`config.mk`:
```
export PLATFORM = sky130hd
export DESIGN_NAME = gsim_core_param
export DESIGN_NICKNAME = d
export VERILOG_FILES = /design/src/rtl/gsim_pkg.sv /design/src/rtl/gsim_sat.sv /design/src/rtl/gsim_core_param.sv
export SDC_FILE = /design/constraint.sdc
export NUM_CORES = 2
export LEC_CHECK = 0
export BUFFER_PORTS_ARGS = -buffer_cell sky130_fd_sc_hd__buf_4
export CELL_PAD_IN_SITES_DETAIL_PLACEMENT = 1
export CELL_PAD_IN_SITES_GLOBAL_PLACEMENT = 2
export CORE_UTILIZATION = 38
export DETAILED_ROUTE_END_ITERATION = 8
export PLACE_DENSITY = 0.82
export SLEW_MARGIN = 20
export SYNTH_ARGS = -nofsm -noshare
export SYNTH_HDL_FRONTEND = slang
export SYNTH_SLANG_ARGS = --single-unit
```
`constraint.sdc`:
```
create_clock -name i_clk -period 6.61 [get_ports i_clk]
set_input_delay 0.3305 -clock i_clk [delete_from_list [all_inputs] [get_ports i_clk]]
set_output_delay 0.3305 -clock i_clk [all_outputs]
set_load 0.05 [all_outputs]
```
`src/rtl/gsim_pkg.sv`:
```
// Shared definitions for the Gauss-Seidel x-vector update core: op
// encodings, default parameter values and a small op classifier.
package gsim_pkg;

  typedef enum logic [1:0] {
    OP_NOP      = 2'b00,
    OP_MUL      = 2'b01,
    OP_SUB      = 2'b10,
    OP_SUB_LAST = 2'b11
  } gsim_op_e;

  localparam int DEF_N_X       = 4;
  localparam int DEF_X_W       = 32;
  localparam int DEF_X_FRAC    = 16;
  localparam int DEF_COEF_W    = 16;
  localparam int DEF_COEF_FRAC = 16;
  localparam int DEF_EXT_W     = 5;
  localparam int DEF_SAT       = 1;

  // True for both subtract flavours; they share the D2/D3 datapath.
  function automatic logic is_sub(input gsim_op_e op);
    return (op == OP_SUB) || (op == OP_SUB_LAST);
  endfunction

endpackage

```
`src/rtl/gsim_sat.sv`:
```
// Combinational narrowing of a signed ACC_W value to X_W bits. o_ovf flags
// any value outside the signed X_W range; the output saturates when SAT is
// nonzero and simply keeps the low bits otherwise.
module gsim_sat #(
  parameter int X_W   = 32,
  parameter int ACC_W = 37,
  parameter int SAT   = 1
) (
  input  logic [ACC_W-1:0] i_din,
  output logic [X_W-1:0]   o_dout,
  output logic             o_ovf
);

  logic [ACC_W-X_W:0] upper;

  // The value fits when every bit from X_W-1 upward equals the sign bit.
  always_comb begin
    upper  = i_din[ACC_W-1:X_W-1];
    o_ovf  = !((&upper) || (~|upper));
    o_dout = i_din[X_W-1:0];
    if (o_ovf && (SAT != 0)) begin
      if (i_din[ACC_W-1]) o_dout = {1'b1, {(X_W-1){1'b0}}};
      else                o_dout = {1'b0, {(X_W-1){1'b1}}};
    end
  end

endmodule

```
`src/rtl/gsim_core_param.sv`:
```
// Parametrised x-vector update core. Holds N_X signed fixed-point entries
// and runs a 3-stage MUL/SUB pipeline on them:
//   D1: operands registered, product P = a*b formed
//   D2: Q = P >>> COEF_FRAC; MUL writes x, SUB computes minuend - Q
//   D3: SUB / SUB_LAST difference written back (SUB_LAST narrowed)
// A SUB in D2 takes its minuend from D3 when D3 is about to write the same
// entry, so back-to-back subtracts on one entry chain correctly.
//
// Op handshake: i_op_valid qualifies i_op/i_idx/i_a/i_b/i_zero in the cycle
// it is high. There is no ready; every valid op is accepted that cycle and
// the issuer is responsible for not colliding loads with pending writes.
module gsim_core_param
  import gsim_pkg::*;
#(
  parameter int N_X       = DEF_N_X,
  parameter int X_W       = DEF_X_W,
  parameter int X_FRAC    = DEF_X_FRAC,
  parameter int COEF_W    = DEF_COEF_W,
  parameter int COEF_FRAC = DEF_COEF_FRAC,
  parameter int EXT_W     = DEF_EXT_W,
  parameter int SAT       = DEF_SAT,
  localparam int IDX_W    = (N_X > 1) ? $clog2(N_X) : 1,
  localparam int B_W      = X_W - X_FRAC,
  localparam int ACC_W    = X_W + EXT_W
) (
  input  logic                 i_clk,
  input  logic                 i_reset,
  input  logic                 i_op_valid,
  input  logic [1:0]           i_op,
  input  logic [IDX_W-1:0]     i_idx,
  input  logic [X_W-1:0]       i_a,
  input  logic [COEF_W-1:0]    i_b,
  input  logic                 i_zero,
  input  logic                 i_b_ins,
  input  logic [N_X*B_W-1:0]   i_b_ins_data,
  input  logic                 i_b_up,
  input  logic [IDX_W-1:0]     i_b_up_idx,
  input  logic [B_W-1:0]       i_b_up_data,
  input  logic                 i_ovf_clr,
  output logic [N_X*X_W-1:0]   o_x_data,
  output logic [X_W-1:0]       o_mul_forw,
  output logic [X_W-1:0]       o_sub_forw,
  output logic                 o_sub_for_val,
  output logic                 o_ovf,
  output logic                 o_busy
);

  localparam int PW = X_W + COEF_W;

  // Stage ops (reset) and operands (not reset)
  gsim_op_e                 d1_op, d2_op, d3_op;
  logic [IDX_W-1:0]         d1_idx, d2_idx, d3_idx;
  logic signed [X_W-1:0]    d1_a;
  logic signed [COEF_W-1:0] d1_b;
  logic                     d1_zero, d2_zero;
  logic signed [PW-1:0]     d1_p, d2_p;
  logic signed [ACC_W-1:0]  d2_q, d2_min, d2_diff, d3_diff, d3_wval;
  logic [ACC_W-1:0]         rf_val;
  logic                     d2_fwd;
  logic [X_W-1:0]           d3_narrow;
  logic                     d3_ovf;

  // Register file: X_W value plus EXT_W guard bits per entry
  logic [X_W-1:0]           x_q   [N_X];
  logic [EXT_W-1:0]         ext_q [N_X];

  // Stage op tracking; reset drops every op in flight so nothing writes late
  always_ff @(posedge i_clk) begin
    if (i_reset) begin
      d1_op <= OP_NOP;
      d2_op <= OP_NOP;
      d3_op <= OP_NOP;
    end else begin
      d1_op <= i_op_valid ? gsim_op_e'(i_op) : OP_NOP;
      d2_op <= d1_op;
      d3_op <= d2_op;
    end
  end

  // Operand pipeline; D1 operands hold while no op is presented
  always_ff @(posedge i_clk) begin
    if (i_op_valid) begin
      d1_idx  <= i_idx;
      d1_a    <= i_a;
      d1_b    <= i_b;
      d1_zero <= i_zero;
    end
    d2_idx  <= d1_idx;
    d2_zero <= d1_zero;
    d2_p    <= d1_p;
    d3_idx  <= d2_idx;
    d3_diff <= d2_diff;
  end

  // D1 product at full width, so the D2 shift sees every bit
  always_comb begin
    d1_p = PW'(d1_a) * PW'(d1_b);
  end

  // D2: scale the product, choose the minuend and subtract
  always_comb begin
    d2_q   = d2_zero ? '0 : ACC_W'(d2_p >>> COEF_FRAC);
    rf_val = '0;
    for (int i = 0; i < N_X; i++) begin
      if (IDX_W'(i) == d2_idx) rf_val = {ext_q[i], x_q[i]};
    end
    d2_fwd  = is_sub(d3_op) && (d3_idx == d2_idx);
    d2_min  = d2_fwd ? d3_wval : rf_val;
    d2_diff = d2_min - d2_q;
  end

  gsim_sat #(
    .X_W   (X_W),
    .ACC_W (ACC_W),
    .SAT   (SAT)
  ) u_sat (
    .i_din  (d3_diff),
    .o_dout (d3_narrow),
    .o_ovf  (d3_ovf)
  );

  // D3 write value: SUB keeps the full accumulator, SUB_LAST the narrowed one
  always_comb begin
    if (d3_op == OP_SUB_LAST) d3_wval = {{EXT_W{d3_narrow[X_W-1]}}, d3_narrow};
    else                      d3_wval = d3_diff;
  end

  // Per-entry writes: reset > bulk load > single load > D2 MUL > D3 SUB
  always_ff @(posedge i_clk) begin
    for (int i = 0; i < N_X; i++) begin
      if (i_reset) begin
        x_q[i]   <= '0;
        ext_q[i] <= '0;
      end else if (i_b_ins) begin
        x_q[i]   <= {i_b_ins_data[i*B_W +: B_W], {X_FRAC{1'b0}}};
        ext_q[i] <= {EXT_W{i_b_ins_data[i*B_W + B_W - 1]}};
      end else if (i_b_up && (i_b_up_idx == IDX_W'(i))) begin
        x_q[i]   <= {i_b_up_data, {X_FRAC{1'b0}}};
        ext_q[i] <= {EXT_W{i_b_up_data[B_W-1]}};
      end else if ((d2_op == OP_MUL) && (d2_idx == IDX_W'(i))) begin
        x_q[i]   <= d2_q[X_W-1:0];
        ext_q[i] <= {EXT_W{d2_q[X_W-1]}};
      end else if (is_sub(d3_op) && (d3_idx == IDX_W'(i))) begin
        {ext_q[i], x_q[i]} <= d3_wval;
      end
    end
  end

  // Sticky overflow from SUB_LAST narrowing; a new overflow beats a clear
  always_ff @(posedge i_clk) begin
    if (i_reset)                               o_ovf <= 1'b0;
    else if ((d3_op == OP_SUB_LAST) && d3_ovf) o_ovf <= 1'b1;
    else if (i_ovf_clr)                        o_ovf <= 1'b0;
  end

  // Flatten the register file and expose the forwarding/status views
  always_comb begin
    for (int i = 0; i < N_X; i++) o_x_data[i*X_W +: X_W] = x_q[i];
    o_mul_forw    = d2_q[X_W-1:0];
    o_sub_forw    = d3_narrow;
    o_sub_for_val = is_sub(d1_op) && is_sub(d2_op) && is_sub(d3_op);
    o_busy        = (d1_op != OP_NOP) || (d2_op != OP_NOP) || (d3_op != OP_NOP);
  end

endmodule

```
-- Word level (Yosys, flattened, before mapping)
Cells that the tools add are included.
- bits in registers: 296
- bits of input ports: 141
- output and inout bits: 195
- word-level logic and storage cells: 137
- $add $sub $neg: 1
- $mul: 1
- equal/unequal tests: 20
- muxes and demuxes: 43
- bitwise gates (word level): 1
- reductions and logical operators: 46
- operator list (cell ; count):
    32-bit two-way mux ; 18
    37-bit two-way mux ; 7
    5-bit two-way mux ; 16
    32-bit by 16-bit multiplier with 48-bit output ; 1
    37-bit subtractor ; 1
    2-bit == test, second input constant ; 12
    1-bit logical AND ; 16
    2-bit nonzero test ; 8
    4-bit nonzero test ; 4
    3-bit OR reduction ; 4
    2-bit by 1-bit == test with 1-bit output, second input constant ; 4
    2-bit zero test ; 3
    1-bit logical OR ; 6
    6-bit AND reduction ; 1
    6-bit OR reduction ; 1
    2-bit == test, first input constant ; 2
    1-bit by 2-bit == test with 1-bit output, first input constant ; 1
    2-bit == test ; 1
    1-bit zero test ; 2
    1-bit two-way mux ; 2
    2-bit OR reduction ; 1
    1-bit inverter ; 1

-- Longest topological paths before layout
- word-level depth: 9
- depth in mapped cells: 23
- gate-level depth less buffers: 22

-- Cells and area by module
A second synthesis with hierarchy kept.
- cells, all modules: 3746
- area total of the unflattened synthesis: 32182.1 µm²
- modules (own cells, without submodules) (module ; times used ; cells an instance ; area an instance (µm²) ; seq. area each (µm²)):
    gsim_core_param ; 1 ; 3699 ; 31808.0 ; 6115.9
    gsim_sat ; 1 ; 47 ; 374.1 ; 0.0

-- Worst setup path after synthesis
Ideal clock, no wire load.
- kind: reg2reg
- from: register d1_a[31]
- to: register d2_p[47]
- library setup time: 0.116 ns
- data arrival time: 5.790 ns
- required time: 6.494 ns
- path slack: 0.704 ns
- cell stages (with the launch flop): 20
- path buffers: 2
- cells stage by stage: edfxtp_1 -> clkbuf_1 -> nand2_1 -> fa_1 -> inv_1 -> fa_1 -> inv_1 -> fa_1 -> inv_1 -> fa_1 -> fa_1 -> fa_1 -> ha_1 -> clkbuf_1 -> nand4_1 -> nor4_1 -> inv_1 -> a2111oi_0 -> a31oi_1 -> o211a_1
- word-level cells in the longest chain between the ends: 1
- ends and longest elaborated chain (what ; RTL line ; source):
    start, declared ; gsim_core_param.sv:53 ; logic signed [X_W-1:0] d1_a;
    start signal, assigned ; gsim_core_param.sv:84 ; d1_a <= i_a;
    32-bit by 16-bit multiplier with 48-bit output ; gsim_core_param.sv:97 ; d1_p = PW'(d1_a) * PW'(d1_b);
    via d1_p[47] ; gsim_core_param.sv:56 ; logic signed [PW-1:0] d1_p, d2_p;
    end signal, assigned ; gsim_core_param.sv:90 ; d2_p <= d1_p;
    end, declared ; gsim_core_param.sv:56 ;
The timed path passes the listed nets, and every way through them passes these cells.
A chain may end at the register's enable or synchronous reset.

-- Final worst setup path
- from: register d1_a[8]
- to: register d2_p[41]
The elaborated chain is that of the path after synthesis.

==> flow_summary.yaml <==
route:
  num_vias: 27845
  top_layer: "met4"
  dr.pass1.iters: 5
  wl_met2_mm: 59.2
  post_drt_wl_per_cell_um: 22.3
  drt_wl_total_mm: 118
  drt-vias-per-instance: 5.29
  wl_met1_mm: 50.1
  dr_wl_met3_mm: 4.67
  drt_iter0_markers: 1364
  drc: 0
  antenna_left: 0
die:
  dieArea_um2: 87300
  coreArea_um2: 85100
  start_util_pct: 38.4
  die-height_um: 295
  fp.dieW_um: 295
  num_io_pins: 336
  num_rows: 107
clock_network:
  numCtsBuffers: 39
  cts_tree: "done"
  htree_levels: 2
  clk_pin_slew_ns: 0.06
  cts-root-buf: "clkbuf_16"
  worst_skew_pair.late_latency_ns: 0.59
  clock_sinks: 280
  clockBufferDepth: 3
timing:
  min_period_over_period_pct: 96.5
  fin_ws_ns: 0.232
  rsz0062_at_grt: "no"
  final-max-slew-violation-count: 0
  worst_pin_slew_ns: 1.09
  fmax_mhz: 157
  skew_ns: 0.0380
  hold_slack_ns: 0.0389
  tns_ns: 0
  setup_violations: 0
  timing.final.hold_violations: 0
  relSlewSlack_pct: 27.3
  period_needed_ns: 6.38
logic_synthesis:
  yosysWarnings: 0
  syn_nets: 4555
  netlist_area_um2: 32700
  synth_flop_cell: "dfxtp_1"
  synthCells: 3781
  synth.distinct_cells: 88
  synth_edf_count: 51
  postSynth.asyncResetShare_pct: 0
  ys_seq_area_share_pct: 18.7
  synth-seq-cells: 280
  syn_area_per_cell_um2: 8.65
placed_design:
  io_buffers: 335
  pre_cts_ws_ns: 0.0672
  hpwlAfterDp_mm: 93.0
  gp_congestion: 0.850
finish:
  most-common-layout-cells: "inv_1, nand2_1, fa_1, buf_4, nor2_1"
  drive_gt1_share_pct: 15.0
  finalNetCount: 4869
  antennaDiodeCount: 0
  area_growth_pct: 18.3
  final_common_cell: "inv_1"
  n_fill_cell: 10045
setup_path:
  cp.arrival_ns: 6.88
  criticalPathCategory: "register to register"
  required_ns: 7.11
  critPathLaunchType: "register"
  end_kind: "register"
  worstPathMaxFanout: 9
global_routing:
  grt_pass1_wl_mm: 180
  grt-ovfl-total: 0
  track_usage_pct: 27.0
  grt_pass1_vias: 30176
  grt_antenna_before_repair: 1
  grt_max_degree: 99
job:
  maxCapViolCount: 0
run_status:
  outcome: "complete, no violations"
min_path:
  hp-class: "input port to register"
## worst paths after layout
kind,from,endpoint,slack [ns],cells past startpoint
hold / removal,i_b_ins_data[24],o_x_data[56],0.04,3
hold reg to reg,d1_idx[1],d2_idx[1],0.34,0
setup reg to reg,d1_a[8],d2_p[41],0.23,19
setup / recovery,d1_a[8],d2_p[41],0.23,19
## kinds of logic (layout without fill, tap and decap cells)
kind of cell               count (synthesis)  after routing  share of synthesized area, %
and+or+nand+nor                         1177           1177                          16.9
adders and majority gates                633            633                          35.4
DFF                                      280            280                          18.7
xor gates and xnor gates                  71             71                          1.90
buffers and inverters                    838           1179                          9.78
AOI/OAI and AO/OA                        716            716                          13.8
muxes                                     66             66                          3.54
## through the flow
stage | cell area (µm²) | instances | util, %
4_1_cts | 38500 | 5250 | 45.2
5_1_grt | 38700 | 5266 | 45.5
3_5_place_dp | 36600 | 5124 | 43.0
6_report | 38700 | 5266 | 45.5
2_1_floorplan | 32700 | 3781 | -
3_3_place_gp | 36600 | 5124 | 43.0
## registers in the layout (all words and copies together), names as in the netlist
| name | cells |
|---|---|
| d1_a | 32 |
| d1_b | 16 |
| d1_idx | 2 |
| d1_op | 2 |
| d1_zero | 1 |
| d2_idx | 2 |
| d2_op | 2 |
| d2_p | 32 |
| d2_zero | 1 |
| d3_diff | 37 |
| d3_idx | 2 |
| d3_op | 2 |
| ext_q | 20 |
| o_ovf | 1 |
| o_x_data | 128 |
## what timing repair did
action / CTS / global route
setup buffers: 0 / 16
hold endpoints to repair: 58 / 0
resized for setup: 0 / 1
hold buffers: 58 / 0
setup endpoints to repair: 0 / 16
## worst max-delay path, stage by stage (launching register included)
cell and delay, ns:
edfxtp_1 0.58, buf_4 0.25, and2_1 0.17, fa_1 0.59, fa_1 0.45, fa_1 0.53, fa_1 0.44, fa_1 0.49
inv_1 0.05, fa_1 0.47, inv_1 0.04, ha_1 0.34, a211oi_1 0.25, o21ai_0 0.14, a221oi_1 0.36, o21ai_0 0.21
a21oi_2 0.22, o211ai_1 0.23, a311o_1 0.36, a22oi_1 0.15
## final cells by class
class                           instances  area, µm²  share of cell area [%]
Multi-Input combinational cell       2663      23500                    60.6
Inverter                              598       2240                    5.80
Timing Repair Buffer                  513       4170                    10.8
Clock inverter                         18        216                   0.559
Tap cell                             1144       1430                    3.70
Clock buffer                           50       1050                    2.71
Sequential cell                       280       6120                    15.8
## Yosys cell counts (9+ instances only)
cell type,n,area share [%]
inv_1,596,6.8
nand2_1,489,5.6
fa_1,486,30
nor2_1,260,3.0
a21oi_1,239,3.7
dfxtp_1,229,14
and2_1,211,4.0
clkbuf_1,199,2.3
ha_1,147,5.6
o21ai_0,132,2.0
a211oi_1,114,2.6
a21o_1,72,1.7
o211ai_1,53,1.2
edfxtp_1,51,4.7
xnor2_1,50,1.3
nor3_1,40,0.61
nand2b_1,38,0.73
mux4_2,37,2.5
nor2b_1,34,0.65
mux2_2,28,0.96
nand3_1,27,0.41
buf_1,22,0.25
xor2_1,21,0.56
nand3b_1,19,0.44
a31oi_1,11,0.21
and3_1,10,0.19
o22ai_1,10,0.19
buf_2,9,0.14
nand4_1,9,0.17
nor4_1,9,0.17
o21a_1,9,0.21
## routing by layer
metal / global-route usage [%] / up-vias
li1: - / 12733
met1: 34.4 / 14300
met2: 48.0 / 648
met3: 2.85 / 164
met4: 8.26 / 0
met5: 0 / -
Power is not shown: default switching activity piles up to over one toggle a cycle in this logic, so the estimate is an artifact.
